--- src/rtl/fir_pkg.sv ---
// Shared constants and the saturation helper for the FIR output path.
//   IN_WIDTH_DEF / OUT_WIDTH_DEF : default FIR result and requantised widths
//   SAT_MAX_DEF / SAT_MIN_DEF    : clip limits at the default output width
//   saturate()                   : clip a signed value to a signed w-bit range
package fir_pkg;

    localparam int unsigned IN_WIDTH_DEF  = 18;
    localparam int unsigned OUT_WIDTH_DEF = 8;

    localparam int SAT_MAX_DEF = (2 ** (OUT_WIDTH_DEF - 1)) - 1;
    localparam int SAT_MIN_DEF = -(2 ** (OUT_WIDTH_DEF - 1));

    // Clip v into [-2^(w-1), 2^(w-1)-1]; v is a sign-extended value up to 32 bits.
    function automatic logic signed [31:0] saturate(input logic signed [31:0] v,
                                                    input int unsigned       w);
        logic signed [31:0] hi;
        logic signed [31:0] lo;
        hi = (32'sd1 <<< (w - 1)) - 32'sd1;
        lo = -hi - 32'sd1;
        if (v > hi) begin
            return hi;
        end else if (v < lo) begin
            return lo;
        end else begin
            return v;
        end
    endfunction

endpackage

--- src/rtl/sync_fifo.sv ---
// First-word-fall-through synchronous FIFO.
//   clk, rst_n          : clock, async active-low reset
//   push_i, data_i      : write request and data (ignored when full unless popping)
//   pop_i               : read request (ignored when empty)
//   data_o              : head entry, valid while !empty_o
//   full_o, empty_o     : occupancy flags
//   level_o             : current occupancy, 0..DEPTH
module sync_fifo #(
    parameter int unsigned DATA_W = 8,
    parameter int unsigned DEPTH  = 4
) (
    input  logic                     clk,
    input  logic                     rst_n,
    input  logic                     push_i,
    input  logic                     pop_i,
    input  logic [DATA_W-1:0]        data_i,
    output logic [DATA_W-1:0]        data_o,
    output logic                     full_o,
    output logic                     empty_o,
    output logic [$clog2(DEPTH):0]   level_o
);

    localparam int unsigned AW = $clog2(DEPTH);
    localparam int unsigned LW = AW + 1;

    logic [DATA_W-1:0] mem_q [DEPTH];
    logic [AW-1:0]     wr_ptr_q, wr_ptr_d;
    logic [AW-1:0]     rd_ptr_q, rd_ptr_d;
    logic [LW-1:0]     level_q, level_d;
    logic              wr_en_c;
    logic              rd_en_c;

    assign full_o  = (level_q == LW'(DEPTH));
    assign empty_o = (level_q == '0);
    assign data_o  = mem_q[rd_ptr_q];
    assign level_o = level_q;

    // A full FIFO still takes a write when a read frees the head slot this cycle.
    always_comb begin
        rd_en_c  = pop_i & ~empty_o;
        wr_en_c  = push_i & (~full_o | rd_en_c);
        wr_ptr_d = wr_ptr_q;
        rd_ptr_d = rd_ptr_q;
        level_d  = level_q;
        if (wr_en_c) begin
            wr_ptr_d = wr_ptr_q + AW'(1);
        end
        if (rd_en_c) begin
            rd_ptr_d = rd_ptr_q + AW'(1);
        end
        if (wr_en_c && !rd_en_c) begin
            level_d = level_q + LW'(1);
        end else if (!wr_en_c && rd_en_c) begin
            level_d = level_q - LW'(1);
        end
    end

    always_ff @(posedge clk or negedge rst_n) begin
        if (!rst_n) begin
            for (int i = 0; i < int'(DEPTH); i++) begin
                mem_q[i] <= '0;
            end
            wr_ptr_q <= '0;
            rd_ptr_q <= '0;
            level_q  <= '0;
        end else begin
            if (wr_en_c) begin
                mem_q[wr_ptr_q] <= data_i;
            end
            wr_ptr_q <= wr_ptr_d;
            rd_ptr_q <= rd_ptr_d;
            level_q  <= level_d;
        end
    end

endmodule

--- src/rtl/fir_out_requant.sv ---
// FIR output stage: decimate, round/saturate to OUT_WIDTH, buffer in a FWFT FIFO.
//   clk, rst            : clock, async active-low reset
//   sample_in/_valid    : full-precision FIR result, no backpressure
//   out_data/_valid     : FIFO head and not-empty, consumed with out_ready
//   level               : FIFO occupancy
//   drop_pulse          : a stage-1 sample is being discarded this cycle (FIFO full)
//   sat_sticky          : a kept sample was clipped; cleared by clear_flags
//   ovf_sticky          : a sample was dropped; cleared by clear_flags
module fir_out_requant
    import fir_pkg::*;
#(
    parameter int unsigned IN_WIDTH   = IN_WIDTH_DEF,
    parameter int unsigned OUT_WIDTH  = OUT_WIDTH_DEF,
    parameter int unsigned SHIFT      = 7,
    parameter int unsigned DECIM      = 1,
    parameter int unsigned FIFO_DEPTH = 4
) (
    input  logic                          clk,
    input  logic                          rst,
    input  logic [IN_WIDTH-1:0]           sample_in,
    input  logic                          sample_valid,
    output logic [OUT_WIDTH-1:0]          out_data,
    output logic                          out_valid,
    input  logic                          out_ready,
    output logic [$clog2(FIFO_DEPTH):0]   level,
    output logic                          drop_pulse,
    output logic                          sat_sticky,
    output logic                          ovf_sticky,
    input  logic                          clear_flags
);

    localparam int unsigned TW = IN_WIDTH + 1;
    localparam int unsigned PW = (DECIM > 1) ? $clog2(DECIM) : 1;
    // Half an output LSB; zero when SHIFT is 0 so no rounding is applied.
    localparam logic [TW-1:0] RND = TW'((2 ** SHIFT) / 2);

    logic [PW-1:0]        phase_q, phase_d;
    logic                 s1_valid_q, s1_valid_d;
    logic [OUT_WIDTH-1:0] s1_data_q, s1_data_d;
    logic                 sat_q, sat_d;
    logic                 ovf_q, ovf_d;

    logic                 keep_c;
    logic signed [TW-1:0] t_c;
    logic signed [TW-1:0] q_c;
    logic signed [31:0]   q32_c;
    logic signed [31:0]   qs32_c;
    logic                 sat_c;
    logic                 pop_c;
    logic                 drop_c;
    logic                 fifo_full_c;
    logic                 fifo_empty_c;

    // Decimation phase, rounding and clip detection for the incoming sample.
    always_comb begin
        keep_c = sample_valid & (phase_q == '0);
        phase_d = phase_q;
        if (sample_valid) begin
            phase_d = (phase_q == PW'(DECIM - 1)) ? '0 : phase_q + PW'(1);
        end
        t_c    = $signed({sample_in[IN_WIDTH-1], sample_in}) + $signed(RND);
        q_c    = t_c >>> SHIFT;
        q32_c  = 32'(q_c);
        qs32_c = saturate(q32_c, OUT_WIDTH);
        sat_c  = (qs32_c != q32_c);
    end

    // Stage-1 register and sticky flags; a new event beats clear_flags.
    always_comb begin
        pop_c      = out_valid & out_ready;
        drop_c     = s1_valid_q & fifo_full_c & ~pop_c;
        s1_valid_d = keep_c;
        s1_data_d  = keep_c ? OUT_WIDTH'(qs32_c) : s1_data_q;
        sat_d      = (sat_q & ~clear_flags) | (keep_c & sat_c);
        ovf_d      = (ovf_q & ~clear_flags) | drop_c;
    end

    always_ff @(posedge clk or negedge rst) begin
        if (!rst) begin
            phase_q    <= '0;
            s1_valid_q <= 1'b0;
            s1_data_q  <= '0;
            sat_q      <= 1'b0;
            ovf_q      <= 1'b0;
        end else begin
            phase_q    <= phase_d;
            s1_valid_q <= s1_valid_d;
            s1_data_q  <= s1_data_d;
            sat_q      <= sat_d;
            ovf_q      <= ovf_d;
        end
    end

    sync_fifo #(
        .DATA_W (OUT_WIDTH),
        .DEPTH  (FIFO_DEPTH)
    ) u_fifo (
        .clk     (clk),
        .rst_n   (rst),
        .push_i  (s1_valid_q),
        .pop_i   (pop_c),
        .data_i  (s1_data_q),
        .data_o  (out_data),
        .full_o  (fifo_full_c),
        .empty_o (fifo_empty_c),
        .level_o (level)
    );

    assign out_valid  = ~fifo_empty_c;
    assign drop_pulse = drop_c;
    assign sat_sticky = sat_q;
    assign ovf_sticky = ovf_q;

endmodule

--- config.mk ---
export PLATFORM = sky130hd
export DESIGN_NAME = fir_out_requant
export DESIGN_NICKNAME = d
export VERILOG_FILES = /design/src/rtl/fir_pkg.sv /design/src/rtl/sync_fifo.sv /design/src/rtl/fir_out_requant.sv
export SDC_FILE = /design/constraint.sdc
export NUM_CORES = 1
export LEC_CHECK = 0
export BUFFER_PORTS_ARGS = -buffer_cell sky130_fd_sc_hd__buf_4
export CORE_MARGIN = 2
export CORE_UTILIZATION = 57
export DETAILED_ROUTE_END_ITERATION = 7
export PLACE_DENSITY = 0.8
export SLEW_MARGIN = 0
export SYNTH_ARGS = -nofsm -noshare
export SYNTH_HDL_FRONTEND = slang
export SYNTH_SLANG_ARGS = --single-unit
export TNS_END_PERCENT = 5
--- constraint.sdc ---
create_clock -name clk -period 2.25 [get_ports clk]
set_input_delay 0.3375 -clock clk [delete_from_list [all_inputs] [get_ports clk]]
set_output_delay 0.3375 -clock clk [all_outputs]
set_load 0.03 [all_outputs]
# Word-level counts from Yosys, hierarchy flattened
# Cells that the tools add are included.
# op_classes
magnitude_cmp,5
bitwise_logic,19
eq_ne,2
muxes,11
add_sub_neg,6
n_reduce_logical,7
# ops
op,count
$mux 32,2
$bwmux 32,1
$ne 32x12->1,1
$mux 8,3
$add 18x8->19 const B,1
$bmux 8 s2,1
$demux 8 s2,1
$gt 12x8->1 const B,1
$lt 12x8->1 const B,1
$and 1x1->1,9
$ge 3x3->1 const B,2
$mux 3,2
$not 2->3,2
$not 1->1,5
$add 2x1->2 const B,2
$add 3x1->3 const B,1
$eq 3x3->1 const B,1
$logic_and 1x1->1,3
$logic_not 3->1,1
$lt 3x1->1 const B,1
$or 1x1->1,3
$sub 3x1->3 const B,1
$logic_not 1->1,2
$reduce_bool 2->1,1
2 further kinds,2
# totals
in_bits,23
output_inout_bits,15
wordCells,62
register_bits,51

# Depth between registers and ports, before layout
# depth
ltp_word,10
ltp_mapped,9
mapped_depth_nobuf,8

# Hierarchy
# From an unflattened synthesis, not the netlist that was laid out.
# hier_totals
hier_cells,212
hier_area_um2,2672.6
# modules_own_cells
module,seq_area_each_um2,cells_per_inst,n_inst,area_each_um2
sync_fifo,975.9,113,1,1794.2
fir_out_requant,275.3,99,1,878.3

# Worst setup path after synthesis
# OpenSTA, ideal clock, no wires.
# synth_timing
kind,input to register
from,in sample_in[6]
to,reg s1_data_q[0]
t_arrival_ns,2.291
setup_ns,0.090
n_path_buf,0
stages,8
t_required_ns,2.160
setup_slack_ns,-0.132
cell_sequence,ha_1 nand4_4 nor4_1 xnor2_1 or3b_2 ha_1 nand2b_1 o221ai_1
# synth_between
elab_chain_len,4
word_cells_on_any_way,5
classes_between,add/sub (1); order compare (2); mux (2)
# synth_lines
item,line,rtl
start: declaration,fir_out_requant.sv:20,"input logic [IN_WIDTH-1:0] sample_in,"
$add 18x8->19 *,fir_out_requant.sv:61,"t_c = $signed({sample_in[IN_WIDTH-1], sample_in}) + $signed(RND);"
$lt 12x8->1,fir_pkg.sv:22,end else if (v < lo) begin
$mux 32,fir_pkg.sv:22,
$mux 32 *,fir_pkg.sv:20,if (v > hi) begin
end signal: assignment,fir_out_requant.sv:88,s1_data_q <= s1_data_d;
end: declaration,fir_out_requant.sv:39,"logic [OUT_WIDTH-1:0] s1_data_q, s1_data_d;"
# Every way passes the cells marked *; elsewhere a longest branch is shown, timed or not.
# A chain may end at the register's enable or synchronous reset.

# Final worst setup path
# layout_timing
from,reg u_fifo.level_q[0] (netlist: u_fifo.level_o[0])
to,reg u_fifo.level_q[2] (netlist: u_fifo.level_o[2])
# layout_between
elab_chain_len,9
word_cells_on_any_way,17
classes_between,add/sub (2); eq/ne (1); mux (2); bitwise (6); reduce/logical (6)
# layout_lines
item,line,rtl
start: declaration,sync_fifo.sv:29,"logic [LW-1:0] level_q, level_d;"
start signal: assignment,sync_fifo.sv:72,level_q <= level_d;
$logic_not 3->1,sync_fifo.sv:34,assign empty_o = (level_q == '0);
$not 1->1,"sync_fifo.sv:40, fir_out_requant.sv:109",
$and 1x1->1,fir_out_requant.sv:70,pop_c = out_valid & out_ready;
$and 1x1->1,sync_fifo.sv:40,rd_en_c = pop_i & ~empty_o;
$or 1x1->1,sync_fifo.sv:41,wr_en_c = push_i & (~full_o | rd_en_c);
$and 1x1->1,sync_fifo.sv:41,
$logic_not 1->1,sync_fifo.sv:53,end else if (!wr_en_c && rd_en_c) begin
$logic_and 1x1->1,sync_fifo.sv:53,
$reduce_bool 2->1 (no line),-,
# Parallel ways exist; a longest one is shown, timed or not. The select of a mux whose other input is x is not followed.

==> results.md <==
* Sequential power share at 40.8%
* GRT Util Overall at 22.6%
* Layout Skew at 0.00690 ns
* YS warnings at 0
* Clock sinks at 50
* Initial DRC Count at 122
* Mapped Area at 2590 um2
* Critical Path Fanout Max at 5
* Die Height at 71.4 um
* Worst-path clk slew at roughly 0.080 ns
* Net count of the mapped netlist at 280
* R2R setup slack at 0.13 ns
* Seq/Total Area, Yosys at 48.3%
* GRT Residual Overflow at 0
* IO buf count at 31
* Avg Cell Area, Syn at 10.4 um2
* Sw frac at 38.8%
* Num CTS Buffers at 5
* RSZ-0062 raised after global routing: yes
* Leakage power at 1.44 nW
* CP endpoint kind: register
* Pwr dens at around 1200 nW/um2
* Peak VDD IR at around 0.00043 V
* Internal Dissipation at 0.00227 W
* Commonest non-fill, non-tap cell in the layout: buf_4
* Number of global-route vias before repair at roughly 2,000
* CP required at about 2.5 ns
* Die ar. at 5100 um2
* Number of H-tree levels at 2
* Final worst slack at roughly 0.13 ns
* Combinational power share at 45.9%
* Yosys reg bits at 50
* Antenna diodes at 0
* Final setup violation count at 0
* Status: finished clean
* Clock buffer depth at 2
* Max-cap violations at 0
* Worst slew pin tran at approximately 0.6 ns
* Clk pwr share at 13.4%
* Total number of vias at 1,994
* Power Total at 0.00371 W
* Psw at ~0.0014 W
* RD Place Congestion at 0.934
* Dpl ws at -0.247 ns
* Area contributors post-synth: dfrtp_1, o21ai_0, mux4_2, nand2_1, ha_1
* Top-area cell type share of the netlist area at between 40 and 50%
* Fin. max-slew vios at 0
* Share of layout cells above drive strength 1 at 28.8%
* Fmax at around 470 MHz
* HP Class: input port to async pin
* Cell Chain, Critical Path: or3_4 > nand2_2 > ha_2 > inv_1 > fa_1 > xor2_1 > nor2_1 > xor2_1
* Final Hold Vio Count at 0
* Mapped Cells at 249
* Antenna Nets Post-Route at 0
* EDFF count, synth at 0
* WL per Instance at roughly 15 um
* Post-synth top flop: dfrtp_1
* Initial Util at 59.5%
* Synth cell types at 47
* Clock insertion delay at the later pin of the skew report at approximately 0.29 ns
* First-pass GRT wire length at 9000 um
* I/O pin count at 38
* Drt drc at 0
* CP startpoint: u_fifo.level_o[0]$_DFFE_PN0P_
* CTS tree: built
* Initial antenna violation count at 0
* Post-layout util at 72.5%
* Post-layout net count at 331
* Largest net degree at the start of global routing at 51
* Drt total wl at 5110 um
* Minimum clock period at between 2 and 2.5 ns
* Hpwl dp at 3860 um
* R2r startpoint: u_fifo.level_o[0]$_DFFE_PN0P_
* DR pass1 iterations at 4
* Hold WS at around 0.044 ns
* CTS Hold Buffers Added at 0
* Crit start category: register
* Vias per inst at 5.68
* Worst slew margin relative to its limit at between 60% and 70%
* Data arrival, critical path at 2.34 ns
* Asr flop ratio synth at between 90% and 100%
* Die W at about 71 um
* Slowest stage delay, CP at roughly 0.46 ns
* Most frequent cells in the layout: buf_4, dfrtp_1, nand2_1, o21ai_0, inv_1
* Core footprint at 4350 um2
* Largest area contributor in the netlist: dfrtp_1
* CP max stage cell: dfrtp_2
* Cell mode on critical path: xor2_1
* Period Utilization, post-route at 94.4%
* Clk root buf: clkbuf_8
* Synth-to-layout area growth at 21.8%
* Row count at 24
* Crit Path Class: register to register
-- registers in the layout, indices dropped and copies added, names as in the netlist --
signal and count:
ovf_sticky 1, s1_data_q 8, s1_valid_q 1, sat_sticky 1
u_fifo.level_o 3, u_fifo.mem_q 32, u_fifo.rd_ptr_q 2, u_fifo.wr_ptr_q 2
-- power by group through the flow --
| stage | combinational [W] | clock [W] | sequential (W) |
|---|---|---|---|
| after floorplan | 0.00115 | 0 | 0.00148 |
| after global placement | 0.00163 | 0 | 0.00150 |
| after detailed placement | 0.00169 | 0 | 0.00153 |
| after CTS | 0.00170 | 0.000504 | 0.00151 |
| after global routing | 0.00188 | 0.000543 | 0.00156 |
| final | 0.00170 | 0.000497 | 0.00151 |
-- Yosys cell counts, types with 3 or more instances --
cell type  instances
a21oi_1            3
xnor2_1           10
o221ai_1           7
clkbuf_1           9
dfrtp_1           50
and2_1             3
nand3_1            5
nand2_1           43
o21ai_0           36
nor2_1             5
ha_1               7
mux4_2             8
inv_1             15
xor2_1             5
-- final cells by class --
type,count,area (um2)
multi-input cells,171,1260
flip-flops and latches,50,1250
fillers,317,1200
repair buffers,57,440
clock buffers,6,82.6
well taps,52,65.1
inverters,15,56.3
-- metrics by stage --
| stage | cell area [um2] | std cells | TNS [ns] |
|---|---|---|---|
| finish | 3160 | 351 | 0 |
| global route | 3160 | 351 | -0.0203 |
| CTS | 3130 | 350 | 0 |
| detailed placement | 3050 | 344 | -1.61 |
| global placement | 3050 | 344 | -1.27 |
| floorplan | 2610 | 249 | -0.267 |
-- timing repair --
item / in CTS / in global routing
hold endpoints to repair: 0 / 0
gates resized for setup: 0 / 6
setup buffers: 0 / 1
endpoints found under the setup margin: 0 / 8
-- per-layer routing --
layer | global-route usage, % | wire [um] | part of all wire [%]
met2 | 39.4 | 2690 | 53
met3 | 4.64 | 179 | 3.5
met5 | 0 | 0 | 0
met4 | 8.18 | 80 | 1.6
met1 | 27.8 | 2160 | 42
-- cells by family (layout without fill, tap and decap cells) --
family	Yosys count	after routing	synth area share (%)
XOR/XNOR	15	15	5.07
flip-flops	50	50	48.3
multiplexers	10	10	7.77
buffers and inverters	28	78	4.30
AND/OR/NAND/NOR	81	81	16.9
adder cells (fa/ha/maj)	8	8	4.15
AO/OA/AOI/OAI	57	57	13.5
-- critical path, delay by kind of cell, from the launching register on --
| family | cells | cell delay, ns |
|---|---|---|
| adders and majority gates | 2 | 0.54 |
| buffers and inverters | 1 | 0.05 |
| and+or+nand+nor | 3 | 0.65 |
| DFF | 1 | 0.46 |
| xor gates and xnor gates | 2 | 0.34 |
-- worst paths after layout --
kind	to	depth (start not counted)
max in group asynchronous	u_fifo.level_o[1]$_DFFE_PN0P_	1
min in group clk	s1_valid_q$_DFF_PN0_	1
hold / removal	u_fifo.level_o[0]$_DFFE_PN0P_	1
setup / recovery	u_fifo.level_o[2]$_DFFE_PN0P_	8
hold reg to reg	u_fifo.mem_q[1]$_DFFE_PN0P_	2
setup reg to reg	u_fifo.level_o[2]$_DFFE_PN0P_	8
Power figures use the tool's default switching activity.
